`src/rtl/datapath_pkg.sv`:
```
// Shared opcode encodings for the mini CPU ALU datapath and its decoder.
package datapath_pkg;

  localparam logic [3:0] OP_ADD   = 4'd0;
  localparam logic [3:0] OP_SUB   = 4'd1;
  localparam logic [3:0] OP_AND   = 4'd2;
  localparam logic [3:0] OP_OR    = 4'd3;
  localparam logic [3:0] OP_XOR   = 4'd4;
  localparam logic [3:0] OP_SLT   = 4'd5;
  localparam logic [3:0] OP_SLL   = 4'd6;
  localparam logic [3:0] OP_SRL   = 4'd7;
  localparam logic [3:0] OP_SRA   = 4'd8;
  localparam logic [3:0] OP_SLTU  = 4'd9;
  localparam logic [3:0] OP_NOR   = 4'd10;
  localparam logic [3:0] OP_PASSA = 4'd11;
  localparam logic [3:0] OP_PASSB = 4'd12;
  localparam logic [3:0] OP_INC   = 4'd13;
  localparam logic [3:0] OP_DEC   = 4'd14;
  localparam logic [3:0] OP_NOP   = 4'd15;

endpackage

```
`src/rtl/datapath_if.sv`:
```
// Operand/opcode inputs and registered result/flag outputs of the ALU datapath.
interface datapath_if #(
  parameter int unsigned WIDTH = 8
);
  logic [WIDTH-1:0] A;
  logic [WIDTH-1:0] B;
  logic [3:0]       Op;
  logic [WIDTH-1:0] Result;
  logic             Zero;
  logic             Neg;
  logic             Carry;
  logic             Overflow;

  modport master (
    output A, B, Op,
    input  Result, Zero, Neg, Carry, Overflow
  );

  modport slave (
    input  A, B, Op,
    output Result, Zero, Neg, Carry, Overflow
  );
endinterface

```
`src/rtl/alu_comb.sv`:
```
// Combinational ALU: result plus Zero/Neg/Carry/Overflow for one opcode.
module alu_comb
  import datapath_pkg::*;
#(
  parameter int unsigned WIDTH = 8
) (
  input  logic [WIDTH-1:0] a,
  input  logic [WIDTH-1:0] b,
  input  logic [3:0]       op,
  output logic [WIDTH-1:0] result,
  output logic             zero,
  output logic             neg,
  output logic             carry,
  output logic             overflow
);

  localparam int unsigned SHW = $clog2(WIDTH);

  logic [SHW-1:0]   sh;
  logic [WIDTH-1:0] opnd;
  logic [WIDTH:0]   sum;
  logic [WIDTH:0]   diff;
  logic             is_add;
  logic             is_sub;

  // INC/DEC reuse the ADD/SUB adders with a constant-one operand.
  assign sh     = b[SHW-1:0];
  assign is_add = (op == OP_ADD) || (op == OP_INC);
  assign is_sub = (op == OP_SUB) || (op == OP_DEC);
  assign opnd   = ((op == OP_INC) || (op == OP_DEC)) ? WIDTH'(1) : b;
  assign sum    = {1'b0, a} + {1'b0, opnd};
  assign diff   = {1'b0, a} - {1'b0, opnd};

  always_comb begin
    result = '0;
    unique case (op)
      OP_ADD, OP_INC: result = sum[WIDTH-1:0];
      OP_SUB, OP_DEC: result = diff[WIDTH-1:0];
      OP_AND:         result = a & b;
      OP_OR:          result = a | b;
      OP_XOR:         result = a ^ b;
      OP_SLT:         result = {{(WIDTH-1){1'b0}}, ($signed(a) < $signed(b))};
      OP_SLL:         result = a << sh;
      OP_SRL:         result = a >> sh;
      OP_SRA:         result = WIDTH'($signed(a) >>> sh);
      OP_SLTU:        result = {{(WIDTH-1){1'b0}}, (a < b)};
      OP_NOR:         result = ~(a | b);
      OP_PASSA:       result = a;
      OP_PASSB:       result = b;
      default:        result = '0;
    endcase
  end

  always_comb begin
    carry    = 1'b0;
    overflow = 1'b0;
    if (is_add) begin
      carry    = sum[WIDTH];
      overflow = (a[WIDTH-1] == opnd[WIDTH-1]) && (sum[WIDTH-1] != a[WIDTH-1]);
    end else if (is_sub) begin
      carry    = diff[WIDTH];
      overflow = (a[WIDTH-1] != opnd[WIDTH-1]) && (diff[WIDTH-1] != a[WIDTH-1]);
    end
  end

  assign zero = (result == '0);
  assign neg  = result[WIDTH-1];

endmodule

```
`src/rtl/datapath_core.sv`:
```
// Single-stage ALU datapath: alu_comb followed by the result/flag register.
module datapath_core
  import datapath_pkg::*;
#(
  parameter int unsigned WIDTH = 8
) (
  input logic       clk,
  input logic       rst_n,
  datapath_if.slave bus
);

  logic [WIDTH-1:0] res_d;
  logic             zero_d;
  logic             neg_d;
  logic             carry_d;
  logic             ovf_d;

  alu_comb #(
    .WIDTH(WIDTH)
  ) u_alu (
    .a        (bus.A),
    .b        (bus.B),
    .op       (bus.Op),
    .result   (res_d),
    .zero     (zero_d),
    .neg      (neg_d),
    .carry    (carry_d),
    .overflow (ovf_d)
  );

  always_ff @(posedge clk or negedge rst_n) begin
    if (!rst_n) begin
      bus.Result   <= '0;
      bus.Zero     <= 1'b1;
      bus.Neg      <= 1'b0;
      bus.Carry    <= 1'b0;
      bus.Overflow <= 1'b0;
    end else begin
      bus.Result   <= res_d;
      bus.Zero     <= zero_d;
      bus.Neg      <= neg_d;
      bus.Carry    <= carry_d;
      bus.Overflow <= ovf_d;
    end
  end

endmodule

```
`src/flat_wrapper.sv`:
```
// flat-port wrapper written by rule: the top's interface ports become plain ports
module datapath_core_flat import datapath_pkg::*;
#(
  parameter int unsigned WIDTH = 8
)
  (clk, rst_n, bus_A, bus_B, bus_Op, bus_Result, bus_Zero, bus_Neg, bus_Carry, bus_Overflow);
  datapath_if #(.WIDTH(WIDTH)) bus_i ();
  input logic clk;
  input logic rst_n;
  input wire logic [$bits(bus_i.A)-1:0] bus_A;
  input wire logic [$bits(bus_i.B)-1:0] bus_B;
  input wire logic [$bits(bus_i.Op)-1:0] bus_Op;
  output wire logic [$bits(bus_i.Result)-1:0] bus_Result;
  output wire logic [$bits(bus_i.Zero)-1:0] bus_Zero;
  output wire logic [$bits(bus_i.Neg)-1:0] bus_Neg;
  output wire logic [$bits(bus_i.Carry)-1:0] bus_Carry;
  output wire logic [$bits(bus_i.Overflow)-1:0] bus_Overflow;
  assign bus_i.A = bus_A;
  assign bus_i.B = bus_B;
  assign bus_i.Op = bus_Op;
  assign bus_Result = bus_i.Result;
  assign bus_Zero = bus_i.Zero;
  assign bus_Neg = bus_i.Neg;
  assign bus_Carry = bus_i.Carry;
  assign bus_Overflow = bus_i.Overflow;
  datapath_core #(.WIDTH(WIDTH)) u_core (.clk(clk), .rst_n(rst_n), .bus(bus_i));
endmodule
```
`config.mk`:
```
export PLATFORM = sky130hd
export DESIGN_NAME = datapath_core_flat
export DESIGN_NICKNAME = d
export VERILOG_FILES = /design/src/rtl/datapath_pkg.sv /design/src/rtl/datapath_if.sv /design/src/rtl/alu_comb.sv /design/src/rtl/datapath_core.sv /design/src/flat_wrapper.sv
export SDC_FILE = /design/constraint.sdc
export NUM_CORES = 1
export LEC_CHECK = 0
export CAP_MARGIN = 20
export CORE_MARGIN = 2
export CORE_UTILIZATION = 23
export DETAILED_ROUTE_END_ITERATION = 8
export PLACE_DENSITY_LB_ADDON = 0.05
export SYNTH_ARGS = -nofsm -noshare
export SYNTH_HDL_FRONTEND = slang
export SYNTH_SLANG_ARGS = --single-unit
export TNS_END_PERCENT = 100
```
`constraint.sdc`:
```
create_clock -name clk -period 0.8 [get_ports clk]
set_input_delay 0.2 -clock clk [delete_from_list [all_inputs] [get_ports clk]]
set_output_delay 0.2 -clock clk [all_outputs]
set_load 0.05 [all_outputs]
```
; After elaboration in Yosys (flattened, before gate mapping)
; Cells that the tools add are included.
[classes]
n_addsub = 2
mul = 0
div_mod_pow = 0
order_cmp = 2
n_eq_ne = 18
n_shift = 3
n_mux = 6
bitwise_logic = 4
reduce_logical = 9
[op_table]
columns = operator, n
row1 = $pmux W8 S13, 1
row2 = $eq A4 B4 Y1 const B, 7
row3 = $eq A4 B3 Y1 const B, 4
row4 = $lt A8 B8 Y1, 2
row5 = $add A8 B8 Y9, 1
row6 = $sub A8 B8 Y9, 1
row7 = $and A8 B8 Y8, 1
row8 = $eq A4 B2 Y1 const B, 2
row9 = $logic_not A8 Y1, 1
row10 = $mux W8, 1
row11 = $not A8 Y8, 1
row12 = $or A8 B8 Y8, 1
row13 = $shl A8 B3 Y8, 1
row14 = $shr A8 B3 Y8, 1
row15 = $sshr A8 B3 Y8, 1
row16 = $xor A8 B8 Y8, 1
row17 = $eq A4 B1 Y1 const B, 1
row18 = $logic_not A4 Y1, 1
row19 = $mux W1, 4
row20 = $reduce_or A2 Y1, 2
row21 = $logic_or A1 B1 Y1, 3
row22 = $ne A1 B1 Y1, 3
row23 = $logic_and A1 B1 Y1, 2
row24 = $eq A1 B1 Y1, 1
[totals]
register_bits = 12
latchBits = 0
ramBits = 0
rom_bits = 0
output_inout_bits = 12
memories = 0

; Depth between registers and ports, before layout
[logic_depth]
ltp_word = 8
depth_mapped = 14

; Hierarchy
; Synthesis repeated with hierarchy kept, for this count alone.
[hier_totals]
hier_cells = 348
area_unflattened_um2 = 2964.1
[modules_own_cells]
columns = mod, instances, cells_each, area_per_inst_um2, seq_area_each_um2
row1 = alu_comb, 1, 336, 2662.6, 0.0
row2 = datapath_core, 1, 12, 301.5, 301.5

; Worst setup path before layout
; Ideal clock, no wire load.
[synth_path]
path_type = input port to flip-flop
startpoint = in bus_Op[0]
endpoint = reg u_core.bus.Zero
arrival_time_ns = 3.113
setup_slack_ns = -2.403
path_stages = 13
cell_sequence = clkbuf_1 nor2b_1 o21ai_1 nand2_1 ha_1 fa_1 nor3b_1 nor3_1 o31ai_1 xnor2_1 o221ai_1 or4_1 nor4_2
[synth_between]
elab_chain_len = 6
elab_cells_between_ends = 23
cone_classes = add/sub (2) / eq/ne (14) / mux (2) / reduce/logical (5)
[synth_lines]
columns = item, line
row1 = start: declaration, flat_wrapper.sv:12  ; input wire logic [$bits(bus_i.Op)-1:0] bus_Op;
row2 = $eq A4 B4 Y1, "alu_comb.sv:30, alu_comb.sv:36"
row3 = $logic_or A1 B1 Y1, alu_comb.sv:30  ; assign opnd = ((op == OP_INC) || (op == OP_DEC)) ? WIDTH'(1) : b;
row4 = $mux W8, alu_comb.sv:30
row5 = $sub A8 B8 Y9 / $add A8 B8 Y9 (equally long branches), "alu_comb.sv:32, alu_comb.sv:31"
row6 = $pmux W8 S13 *, alu_comb.sv:36  ; unique case (op)
row7 = via u_core.res_d[6], datapath_core.sv:12  ; logic [WIDTH-1:0] res_d;
row8 = $logic_not A8 Y1 *, alu_comb.sv:66  ; assign zero = (result == '0);
row9 = via u_core.u_alu.zero, alu_comb.sv:11  ; output logic zero,
row10 = end signal: assignment, datapath_core.sv:40  ; bus.Zero <= zero_d;
row11 = end: declaration, datapath_if.sv:21  ; output Result, Zero, Neg, Carry, Overflow
; The timed path passes the listed nets; every way through them passes the cells marked *.

; Final worst setup path
; Same ends and word-level chain as after synthesis.

==> impl_metrics.sql <==
INSERT INTO impl_metrics (metric_group, metric, value, unit) VALUES
('yosys', 'async_reset_ff_frac', '1.00', ''),
('yosys', 'synth_enable_flop_cells', '0', ''),
('final_layout', 'diodes', '0', ''),
('global_route', 'grt_first_pass_wirelength', '18100', 'um'),
('sta', 'final_critical_path_setup_slack', '-1.93', 'ns'),
('sta', 'final_max_slew_violation_count', '0', ''),
('yosys', 'synth_area', '2740', 'um2'),
('die', 'ios', '34', ''),
('yosys', 'synth_seq_area_share', '0.101', ''),
('power', 'pwr-share-clk', '0.168', ''),
('sta', 'finalWorstPathRequiredPeriod', '2.73', 'ns'),
('yosys', 'synth.net_count', '406', ''),
('die', 'area_of_the_core', '11500', 'um2'),
('power', 'switching_share', '0.386', ''),
('setup_path', 'cp.required', '0.95', 'ns'),
('yosys', 'ys.warnings.count', '0', ''),
('setup_path', 'worstSetupStartpointType', 'input pin', ''),
('cts', 'clockBufferDepth', '2', ''),
('power', 'net-switching-power', '0.00203', 'W'),
('drt', 'firstDrtPassIters', '8', ''),
('yosys', 'ys.flop_type', 'dfrtp_1', ''),
('yosys', 'ys_types', '61', ''),
('place', 'gpl.final_weighted_congestion', '0.805', ''),
('final_layout', 'stdcell_area', '5140', 'um2'),
('sta', 'rsz_0062_raised_after_global_routing', 'true', ''),
('final_layout', 'number_of_nets_in_the_layout', '575', ''),
('drt', 'route.vias.total', '3162', ''),
('drt', 'vias_per_cell', '4.86', ''),
('sta', 'worst-slew-pin-transition', '0.678', 'ns'),
('yosys', 'ys_top_cells_by_area', 'ha_1 20%, dfrtp_1 9.1%, mux4_2 9.0%', ''),
('power', 'combPwrFrac', '0.697', ''),
('cts', 'cts-buffers-inserted', '3', ''),
('global_route', 'maximum_number_of_pins_on_one_net_before_global_route_repair', '21', ''),
('yosys', 'synth_compound_gate_area_share', '0.244', ''),
('setup_path', 'cpLargestDelayFamily', 'simple AND/OR/NAND/NOR gates', ''),
('final_layout', 'layout-area-overhead-vs-synth', '87.3', '%'),
('yosys', 'synth_top_family_by_area', 'compound AO/OA/AOI/OAI gates', ''),
('yosys', 'syn_inst', '339', ''),
('cts', 'root_buffer', 'clkbuf_16', ''),
('place', 'dp_hpwl', '8890', 'um'),
('cts', 'clock_sinks', '11', ''),
('place', 'io_buffer_count', '33', ''),
('setup_path', 'timing.critical_path.fanout_max', '4', ''),
('yosys', 'synthAdderAreaFrac', '0.211', ''),
('yosys', 'synth_largest_area_cell', 'ha_1', ''),
('sta', 'slew-limit-headroom', '0.548', ''),
('drt', 'detail_route.drc_violations', '3', ''),
('status', 'status', 'complete, but fails checks', ''),
('global_route', 'groute.usage.overall', '0.178', ''),
('sta', 'hold_viol_final', '0', ''),
('drt', 'avgRoutedWirePerCell', '17.2', 'um'),
('run', 'maxCapViolCount', '0', ''),
('setup_path', 'setup.worst_path.end_class', 'register', ''),
('drt', 'antenna_violating_nets_post_route', '0', ''),
('place', 'placed_cells', '623', ''),
('yosys', 'synth-seq-cells', '11', ''),
('sta', 'fmax', '367', 'MHz'),
('die', 'design.die.area', '12800', 'um2'),
('die', 'initial_core_util', '0.238', ''),
('final_layout', 'final_util', '0.446', ''),
('power', 'internal_power', '0.00322', 'W'),
('final_layout', 'drive_above_1_share', '0.546', ''),
('cts', 'cts.htree.levels', '1', ''),
('yosys', 'yosysTopAreaCellShare', '0.196', ''),
('status', 'failed_checks', 'DRC, setup timing', ''),
('power', 'pwr_density_cell', '1020', 'nW/um2'),
('setup_path', 'path_buf_inv', '1', ''),
('global_route', 'grt_remaining_overflow', '0', ''),
('setup_path', 'critical_path_class', 'in -> reg', ''),
('sta', 'setup_violations', '23', ''),
('yosys', 'synthMuxAreaShare', '0.140', '');
[cell families (layout without fill, tap and decap cells)]
| family | count (synthesis) | in the layout |
|---|---|---|
| XOR/XNOR | 6 | 6 |
| buffers and inverters | 56 | 224 |
| AND/OR/NAND/NOR | 101 | 101 |
| AO/OA/AOI/OAI | 96 | 96 |
| multiplexers | 24 | 24 |
| flip-flops | 11 | 11 |
| adder cells (fa/ha/maj) | 45 | 45 |
[state kept, by name (all words and copies together), names as in the netlist]
| signal | cells |
|---|---|
| u_core.bus.Neg | 1 |
| u_core.bus.Result | 7 |
| u_core.bus.Zero | 1 |
| u_core.bus.Carry | 1 |
| u_core.bus.Overflow | 1 |
[timing repair]
item | CTS | global route
pin swaps | 39 | 27
gates resized for setup | 124 | 46
buffers inserted | 21 | 12
endpoints found under the hold margin | 0 | 0
setup endpoints to repair | 23 | 23
[cell type report]
cell class,count,area (um2)
clock buffer,4,78.8
fill,1159,6380
inverter,34,129
multi-input combinational,272,2780
sequential,11,278
tap,143,179
timing repair buffer,186,1700
[layout by cell type (no fill, tap or decap), drive strengths merged, types with 6 or more instances in the layout]
cell / netlist / routed
dlygate4sd2: 0 / 8
inv: 33 / 33
nor2b: 8 / 8
a31oi: 10 / 10
buf: 12 / 169
ha: 43 / 43
nor2: 16 / 16
mux2i: 7 / 7
nand3: 14 / 14
mux2: 6 / 6
nand2: 26 / 26
xnor2: 6 / 6
mux4: 11 / 11
clkdlybuf4s15: 0 / 7
nor3: 7 / 7
o21ai: 16 / 16
dfrtp: 10 / 10
a21oi: 16 / 16
[synthesized netlist by cell type (4+ instances only)]
cell type  count
dfrtp_1       10
inv_1         33
a22oi_1        5
clkbuf_1      10
and2_1         5
nand3_1       14
nand2_1       26
o221ai_1       5
o211ai_1       5
nand2b_1       4
mux2_2         6
o21ai_0       15
nor2b_1        8
a211o_1        5
a21oi_1       16
a31oi_1       10
xnor2_1        6
nor2_1        16
ha_1          43
mux4_2        11
a221oi_1       4
buf_2          5
mux2i_1        7
nor3_1         7
[path summary, 6_finish.rpt]
kind | end | slack, ns | cells past startpoint | from
max in group asynchronous | u_core.bus.Zero | 0.31 | 2 | rst_n
min | u_core.bus.Result[1] | 0.29 | 2 | rst_n
max | u_core.bus.Zero | -1.93 | 11 | bus_Op[0]
min in group clk | u_core.bus.Result[0] | 0.74 | 4 | bus_Op[2]
[power groups by stage]
stage / clock, W / combinational, W / sequential, W
3_5_place_dp: 0 / 0.00302 / 0.000713
4_1_cts: 0.000894 / 0.00341 / 0.000706
3_3_place_gp: 0 / 0.00302 / 0.000714
2_1_floorplan: 0 / 0.00124 / 0.000940
5_1_grt: 0.000941 / 0.00393 / 0.000714
6_report: 0.000883 / 0.00365 / 0.000704
[per-layer routing]
layer  GRT usage  share of wire
met5           0              0
met4      0.0374          0.017
met3      0.0129          0.024
met2       0.310           0.48
met1       0.244           0.48
[through the flow]
| step | total power, W | hold slack, ns | setup slack [ns] | setup TNS (ns) |
|---|---|---|---|---|
| after floorplan | 0.00218 | -0.0956 | -2.01 | -15.08 |
| after global placement | 0.00373 | 0.540 | -2.66 | -23.62 |
| after detailed placement | 0.00373 | 0.538 | -2.71 | -23.91 |
| after CTS | 0.00501 | 0.300 | -1.93 | -18.24 |
| after global routing | 0.00558 | 0.302 | -2.00 | -18.95 |
| final | 0.00524 | 0.295 | -1.93 | -17.75 |
Note: power is estimated with default switching activity, not from simulation.
